File: src/rtl/clk_div_sel.sv
// clk_div_sel: selectable clock divider with boundary-synchronous divisor switching and run/halt/step control.
module clk_div_sel #(
    parameter int CNT_W = 32,
    parameter int DIV0  = 1_000_000,
    parameter int DIV1  = 10_000_000,
    parameter int DIV2  = 1_000_000,
    parameter int DIV3  = 100_000
) (
    input  logic       clk,
    input  logic       rst_n,
    input  logic [1:0] sel,
    input  logic       run,
    input  logic       step,
    output logic       clk_out,
    output logic       tick,
    output logic [1:0] sel_active,
    output logic       halted
);
    typedef enum logic [1:0] {HALT, RUN, STEP} state_t;
    // Terminal counts: low phase is ceil(D/2) cycles, high phase floor(D/2).
    localparam logic [CNT_W-1:0] LO0 = CNT_W'((DIV0 + 1) / 2 - 1);
    localparam logic [CNT_W-1:0] LO1 = CNT_W'((DIV1 + 1) / 2 - 1);
    localparam logic [CNT_W-1:0] LO2 = CNT_W'((DIV2 + 1) / 2 - 1);
    localparam logic [CNT_W-1:0] LO3 = CNT_W'((DIV3 + 1) / 2 - 1);
    localparam logic [CNT_W-1:0] HI0 = CNT_W'(DIV0 / 2 - 1);
    localparam logic [CNT_W-1:0] HI1 = CNT_W'(DIV1 / 2 - 1);
    localparam logic [CNT_W-1:0] HI2 = CNT_W'(DIV2 / 2 - 1);
    localparam logic [CNT_W-1:0] HI3 = CNT_W'(DIV3 / 2 - 1);
    state_t state, state_n;
    logic [CNT_W-1:0] cnt, cnt_n, lo_last, hi_last, last;
    logic phase, phase_n, clk_n, tick_n, step_d, step_rise;
    logic [1:0] sel_n;
    assign step_rise = step & ~step_d;
    assign halted = state == HALT;
    assign lo_last = sel_active == 2'd0 ? LO0 : sel_active == 2'd1 ? LO1 : sel_active == 2'd2 ? LO2 : LO3;
    assign hi_last = sel_active == 2'd0 ? HI0 : sel_active == 2'd1 ? HI1 : sel_active == 2'd2 ? HI2 : HI3;
    assign last = phase ? hi_last : lo_last;
    always_ff @(posedge clk or negedge rst_n) begin
        if (!rst_n) begin
            state      <= HALT;
            cnt        <= '0;
            phase      <= 1'b0;
            clk_out    <= 1'b0;
            tick       <= 1'b0;
            sel_active <= 2'd0;
            step_d     <= 1'b0;
        end else begin
            state      <= state_n;
            cnt        <= cnt_n;
            phase      <= phase_n;
            clk_out    <= clk_n;
            tick       <= tick_n;
            sel_active <= sel_n;
            step_d     <= step;
        end
    end
    always_comb begin
        state_n = state;
        cnt_n   = cnt;
        phase_n = phase;
        clk_n   = clk_out;
        tick_n  = 1'b0;
        sel_n   = sel_active;
        case (state)
            HALT: begin
                cnt_n   = '0;
                clk_n   = 1'b0;
                phase_n = 1'b0;
                if (run || step_rise) begin
                    state_n = run ? RUN : STEP;
                    sel_n   = sel;
                end
            end
            default: begin
                cnt_n = cnt == last ? '0 : cnt + CNT_W'(1);
                if (cnt == last) begin
                    phase_n = ~phase;
                    clk_n   = ~phase;
                    tick_n  = ~phase;
                    // Falling edge closes the period: the only safe point to switch divisor or stop.
                    if (phase) begin
                        sel_n = sel;
                        if (state == STEP || !run) state_n = HALT;
                    end
                end
            end
        endcase
    end
endmodule

File: config.mk
export PLATFORM = sky130hd
export DESIGN_NAME = clk_div_sel
export DESIGN_NICKNAME = d
export VERILOG_FILES = /design/src/rtl/clk_div_sel.sv
export SDC_FILE = /design/constraint.sdc
export NUM_CORES = 1
export LEC_CHECK = 0
export CAP_MARGIN = 20
export CORE_MARGIN = 4
export CORE_UTILIZATION = 45
export DETAILED_ROUTE_END_ITERATION = 10
export PLACE_DENSITY = 0.7
export SYNTH_ARGS = -nofsm -noshare
export SYNTH_HDL_FRONTEND = slang
export SYNTH_SLANG_ARGS = --single-unit
File: constraint.sdc
create_clock -name clk -period 2.95 [get_ports clk]
set_clock_uncertainty 0.05 [all_clocks]
set_input_delay 0.59 -clock clk [delete_from_list [all_inputs] [get_ports clk]]
set_output_delay 0.59 -clock clk [all_outputs]
set_load 0.01 [all_outputs]
==> summary.txt, run 1 <==
STA
  • Fmax: 447.9 MHz
  • Crit path time final: 2.233 ns
  • Final worst-path cycle share: 0.7569
  • Setup TNS: 0 ns
  • Max transition margin: 0.4439
  • RSZ-0062 raised after global routing: false
  • Worst-Margin Slew: 0.8342 ns
  • # setup viols final: 0
  • Final Hold Viols: 0
  • Max Slew Vio Count: 0

Logic synthesis
  • Syn_area_per_cell: 9.471 sq um
  • Synth Area in Adders: 0.006116
  • Cell Area, Synth: 0.002046 sq mm
  • Mux cell area share after synthesis: 0.02691
  • Mapped Cells: roughly 220
  • Synth Area in XOR/XNOR: 0.1242
  • Area contributors post-synth: dfrtp_1, xnor2_1, nor2_1
  • Async set or reset register ratio after synthesis: 1.000
  • Biggest area consumer among synthesized cells: dfrtp_1
  • Ys Warns: 0
  • Synth unique cells: 37
  • Post-synthesis compound-gate area fraction: 0.05933
  • Post-synthesis simple-gate area fraction: 0.2771
  • Top FF cell, synth: dfrtp_1
  • Synthesized net count: 223
  • Largest family of logic cells by synthesized area: simple AND/OR/NAND/NOR gates
  • Post-synth EDFFs: 0
  • Top-area cell type share of the netlist area: 0.4771
  • Yosys reg bits: 39
  • Post-synthesis sequential area ratio: 0.4771

Worst setup path
  • Setup crit end kind: output pin
  • R2r setup slk: 0.73 ns
  • Worst r2r path cells: 5
  • Critical path launch point type: flop
  • Worst setup path category: flop to output pin
  • WP data required: 2.31 ns
  • Reg2reg end: sel_active[1]
  • CP arrival: between 1.5 and 2 ns
  • Critical R2R Launch: cnt[19]
  • Worst Path Max Fanout: 5

Die
  • # IOs: 11
  • Die height: 75.43 um
  • Die Footprint: 0.005689 sq mm
  • Row count: 24
  • Horiz. Die Dim: ~75 um
  • Core region area: 0.004384 sq mm
  • Starting Density: 0.4666

Place
  • Port Buf Inserts: 10
  • GPL Wtd Cong: roughly 0.81
  • HPWL Detailed: 2782 um

Global routing
  • GRT Total Usage: 0.1633
  • Pin count of the biggest net entering global routing: 40
  • First-pass GRT wire length: 7038 um
  • Initial antenna violation count: 0
  • Vias in the first global route: 1523
  • GR Overflow Total: 0

Pwr
  • Pleak: about 0.95 nW
  • Final Power: 0.001353 W
  • Power Density: 580.8 mW/mm^2
  • Peak VDD IR: 0.3538 mV

Clock network
  • Cts hold-fix bufs: 0
  • Skew-Pair Late Insertion Delay: 0.30 ns
  • Clock Pin Slew Worst Setup and Hold Paths: 0.08 ns
  • Deepest clock path buffer count: 2
  • Clock sinks: 39
  • Cts repair resizes: 0
  • Postcts setup bufs: 0
  • CTS Root Cell: clkbuf_8
  • Htree depth: 2
  • CTS tree: done
  • Total CTS buffers: 5

Route
  • DRC violations left: 0
  • DR iter-0 viols: approximately 130
  • Detailed-route via count: 1575
  • Drt via density: 5.605
  • Post-DRT Antenna Nets: 0
  • WL met3: 118 um
  • Met1 Routed Length: 1910 um
  • Total Wirelength: 4049 um
  • Router iterations before antenna repair: 4
  • Wire per inst: 14.41 um
  • Met2 wire length: 1953 um
  • Top Layer Used: met4

Layout
  • Fraction of layout cells with a size suffix above 1: 0.06550
  • Final #Nets: 235
  • Layout area overhead: 13.88%
  • # diodes: 0

Flow run
  • # Max-Cap Violations: 0

Outcome
  • Outcome: finished, final reports clean

Hold path
  • Hold Path Class: input port to asynchronous set/reset pin
==> metal layers <==
metal	global-route usage	vias up
li1	-	782
met5	0	-
met4	0.07767	0
met1	0.2132	761
met2	0.2550	27
met3	0.03958	5
==> logic make-up after synthesis <==
kind of cell / count (synthesis)
AOI/OAI and AO/OA: 16
and+or+nand+nor: 112
adders and majority gates: 1
muxes: 4
DFF: 39
xor gates and xnor gates: 29
buffers and inverters: 15
==> how the worst max path moves through the flow <==
stage                        from             to  slack, ns  depth (start not counted)
floorplan                 cnt[19]  sel_active[0]       0.87                          5
global placement          cnt[19]  sel_active[0]       0.79                          5
detailed placement        cnt[19]  sel_active[1]       0.75                          5
CTS                      state[1]         halted       0.70                          2
global route        sel_active[0]  sel_active[0]       0.56                          5
finish                   state[1]         halted       0.72                          2
==> cells in the final DEF (no fill, tap or decap), drive strengths merged, types with 2 or more instances in the layout <==
master	n
dfrtp	39
nor2	36
xnor2	19
nand2	16
nor4	13
nand4	10
nand3	10
xor2	10
clkdlybuf4s50	9
inv	8
nor3	8
clkbuf	6
or3	4
and4	4
nand2b	3
a21oi	3
o21ai	3
buf	3
a22oi	2
and3	2
mux2	2
bufinv	2
mux2i	2
==> layout make-up <==
class                           instances  area (sq um)
Fill cell                             403          2054
Timing Repair Buffer                   12         110.1
Clock buffer                            6         72.57
Clock inverter                          2         60.06
Inverter                                8         30.03
Tap cell                               52         65.06
Sequential cell                        39         975.9
Multi-Input combinational cell        162          1016
==> power by group <==
| part | switching, W | internal (W) |
|---|---|---|
| Combinational | 0.0000849 | 0.0000878 |
| Sequential | 0.0000685 | 0.000584 |
| Clock | 0.000189 | 0.000338 |
| Total | 0.000343 | 0.00101 |
==> registers in the layout, summed over array words and instances (netlist names) <==
register	count
cnt	32
tick	1
phase	1
step_d	1
state	2
sel_active	2
==> synth_stat cells, types with 2 or more instances <==
master     n
a21oi_1    3
a22oi_1    2
and3_1     2
and4_1     4
buf_2      3
clkbuf_1   4
dfrtp_1   39
inv_1      8
mux2_1     2
nand2_1   16
nand2b_1   3
nand3_1   10
nand4_1   10
nor2_1    36
nor3_1     8
nor4_1    13
o21ai_0    3
or3_1      4
xnor2_1   19
xor2_1    10
==> worst max-delay path, stage by stage (launching register included) <==
cell	delay (ns)
dfrtp_1	0.44
nor2_1	0.27
clkdlybuf4s50_1	0.60
==> stage by stage <==
step,hold slack [ns],setup slack (ns),area (sq um),instances,utilization
5_1_grt,0.4121,0.5637,2330,281,0.5314
6_report,0.3396,0.7172,2330,281,0.5314
2_1_floorplan,0.2444,0.8734,2046,216,-
3_3_place_gp,0.4172,0.7889,2197,273,0.5011
3_5_place_dp,0.4286,0.7505,2197,273,0.5011
4_1_cts,0.3725,0.7020,2330,281,0.5314
Note: power is estimated with default switching activity, not from simulation.
==> run 2, diff against run 1 <==
==> constraint.sdc (replaced) <==
create_clock -name clk -period 2.1 [get_ports clk]
set_clock_uncertainty 0.05 [all_clocks]
set_input_delay 0.42 -clock clk [delete_from_list [all_inputs] [get_ports clk]]
set_output_delay 0.42 -clock clk [all_outputs]
set_load 0.01 [all_outputs]
==> run 2 against run 1 <==
  * Cell count is 9.6% higher
  * Total power is 32% higher
  * Die area stayed put
  * Global-route usage is 0.97 points higher
  * Critical path depth is 6 higher
  * Routed wire length is 16% higher
  * Sequential power is 38% higher
  * Worst setup slack worse by 0.67 ns
  * Count of clock-buffer cells in the layout is 2 higher
  * Non-clock buffer count is 27 higher
  * Largest cell class unchanged
==> summary.txt, run 2 (synthesized netlist as in run 1, its figures left out) <==
Route
  • DR iter-0 viols: 176
  • Detailed-route via count: 1685
  • Router iterations before antenna repair: 4
  • Wire per inst: 15.22 um
  • Drt via density: about 5.5
  • Post-DRT Antenna Nets: 0
  • Total Wirelength: 4688 um
  • DRC violations left: 0

Pwr
  • Switching part of the total power: 0.2765
  • Power Density: 679.0 mW/mm^2
  • Peak VDD IR: approximately 0.53 mV
  • Logic pwr share: 0.184
  • NetSw: 0.0004943 W
  • Pleak: roughly 1.1 nW
  • Clk pwr share: 0.311
  • Register share of total power: 0.505
  • Int Pwr: 0.001293 W

Layout
  • Number of flip-flops in the largest register: 32
  • # diodes: 0
  • Largest Register: cnt
  • Final #Nets: 262
  • Layout area overhead: 28.68%
  • Regs by FF count: cnt x32, sel_active x2, state x2
  • Fraction of layout cells with a size suffix above 1: 0.2188
  • Most frequent cells in the layout: dfrtp_1, nor2_1, buf_4
  • Commonest non-fill, non-tap cell in the layout: dfrtp_1

Clock network
  • Deepest clock path buffer count: 2
  • CTS tree: done
  • Htree depth: 2
  • CTS Root Cell: clkbuf_8
  • Clock sinks: 39
  • Skew-Pair Late Insertion Delay: roughly 0.29 ns
  • Cts hold-fix bufs: 0
  • Total CTS buffers: 5
  • Clock Pin Slew Worst Setup and Hold Paths: 0.07 ns

STA
  • Final Hold Viols: 0
  • Worst Hold Slack: 0.1296 ns
  • # setup viols final: 0
  • RSZ-0062 raised after global routing: true
  • Crit path time final: 2.051 ns
  • Worst Setup Slack, final: 0.04937 ns
  • Max transition margin: 0.6662
  • Worst-Margin Slew: ~0.50 ns
  • Final worst-path cycle share: 0.9765
  • Fmax: 487.7 MHz
  • Max Slew Vio Count: 0

Die
  • Die height: ~75 um
  • Horiz. Die Dim: 75.43 um
  • Die Footprint: 0.005689 sq mm
  • Core region area: roughly 0.0044 sq mm
  • Row count: 24
  • Starting Density: 0.4666
  • # IOs: 11

Worst setup path
  • Slowest cell delay on critical path: 0.54 ns
  • Setup crit end kind: flop
  • Buffer and inverter count on the worst path: 3
  • CP arrival: approximately 2.2 ns
  • WP data required: 2.23 ns
  • R2r setup slk: 0.05 ns
  • Worst Path Max Fanout: 8
  • Critical path launch point type: flop
  • CP Cell Sequence: or4_4 > mux2i_4 > o2111ai_2 > buf_6 > o22ai_4 > buf_12 > clkbuf_16 > nor2_1
  • Worst setup path category: flop to flop
  • Delay-heaviest family, CP: simple AND/OR/NAND/NOR gates
  • CP max-delay cell: or4_4

Place
  • GPL Wtd Cong: 0.7805
  • Port Buf Inserts: 10
  • HPWL Detailed: 3084 um
  • DP Worst Slack: -0.002765 ns

Global routing
  • Initial antenna violation count: 0
  • GR Overflow Total: 0
  • GRT Total Usage: 0.1729
  • Pin count of the biggest net entering global routing: 40
  • First-pass GRT wire length: 7376 um
  • Vias in the first global route: 1625

Hold path
  • Hold Path Class: input port to asynchronous set/reset pin

Flow run
  • # Max-Cap Violations: 0

Outcome
  • Outcome: finished, final reports clean
## run 2: cell types whose count changed in the layout (fill, tap and decap cells not counted), moves of 3 or more
| cell | delta |
|---|---|
| buf_4 | +20 |
| nor2_1 | -4 |
| nor2_2 | +4 |
| buf_6 | +3 |
## run 2: stage by stage
step	setup TNS (ns)	total power, W	util	std cells	cell area, sq um
finish	0	0.001788	0.6005	308	2633
CTS	0	0.001783	0.5676	304	2489
global placement	0	0.001212	0.5434	296	2382
detailed placement	-0.004520	0.001225	0.5434	296	2382
global route	-0.3402	0.001889	0.6005	308	2633
floorplan	0	0.001091	-	216	2046
## run 2: final cells by class
type / count / area [sq um]
fillers: 362 / 1752
repair buffers: 39 / 384.1
well taps: 52 / 65.06
multi-input cells: 162 / 1077
flip-flops and latches: 39 / 975.9
clock buffers: 8 / 100.1
inverters: 8 / 30.03
## run 2: power groups by stage
stage | clock (W) | combinational, W | sequential (W)
3_3_place_gp | 0 | 0.000303 | 0.000909
3_5_place_dp | 0 | 0.000311 | 0.000914
5_1_grt | 0.000605 | 0.000369 | 0.000914
4_1_cts | 0.000572 | 0.000312 | 0.000899
6_report | 0.000556 | 0.000329 | 0.000902
2_1_floorplan | 0 | 0.000182 | 0.000909
## run 2: worst paths after layout
check,startpoint,end,depth (start not counted)
worst max register to register,cnt[22],cnt[24],8
worst min register to register,cnt[0],cnt[0],1
worst max-delay path,cnt[22],cnt[24],8
worst min-delay path,rst_n,cnt[5],2
max in group asynchronous,rst_n,cnt[9],2
min in group clk,cnt[0],cnt[0],1
## run 2: repair_timing
action	4_1_cts	5_1_grt
pin swaps	0	4
buffers inserted	0	1
endpoints found under the hold margin	0	0
cloned	0	3
resized for setup	1	16
setup endpoints to repair	2	35
## run 2: routing by layer
layer  vias to the layer above  track usage  part of all wire
li1                        838            -                 -
met2                        27       0.2627              0.48
met5                         -            0                 0
met1                       812       0.2349              0.46
met4                         0      0.07379             0.020
met3                         8      0.04354             0.036
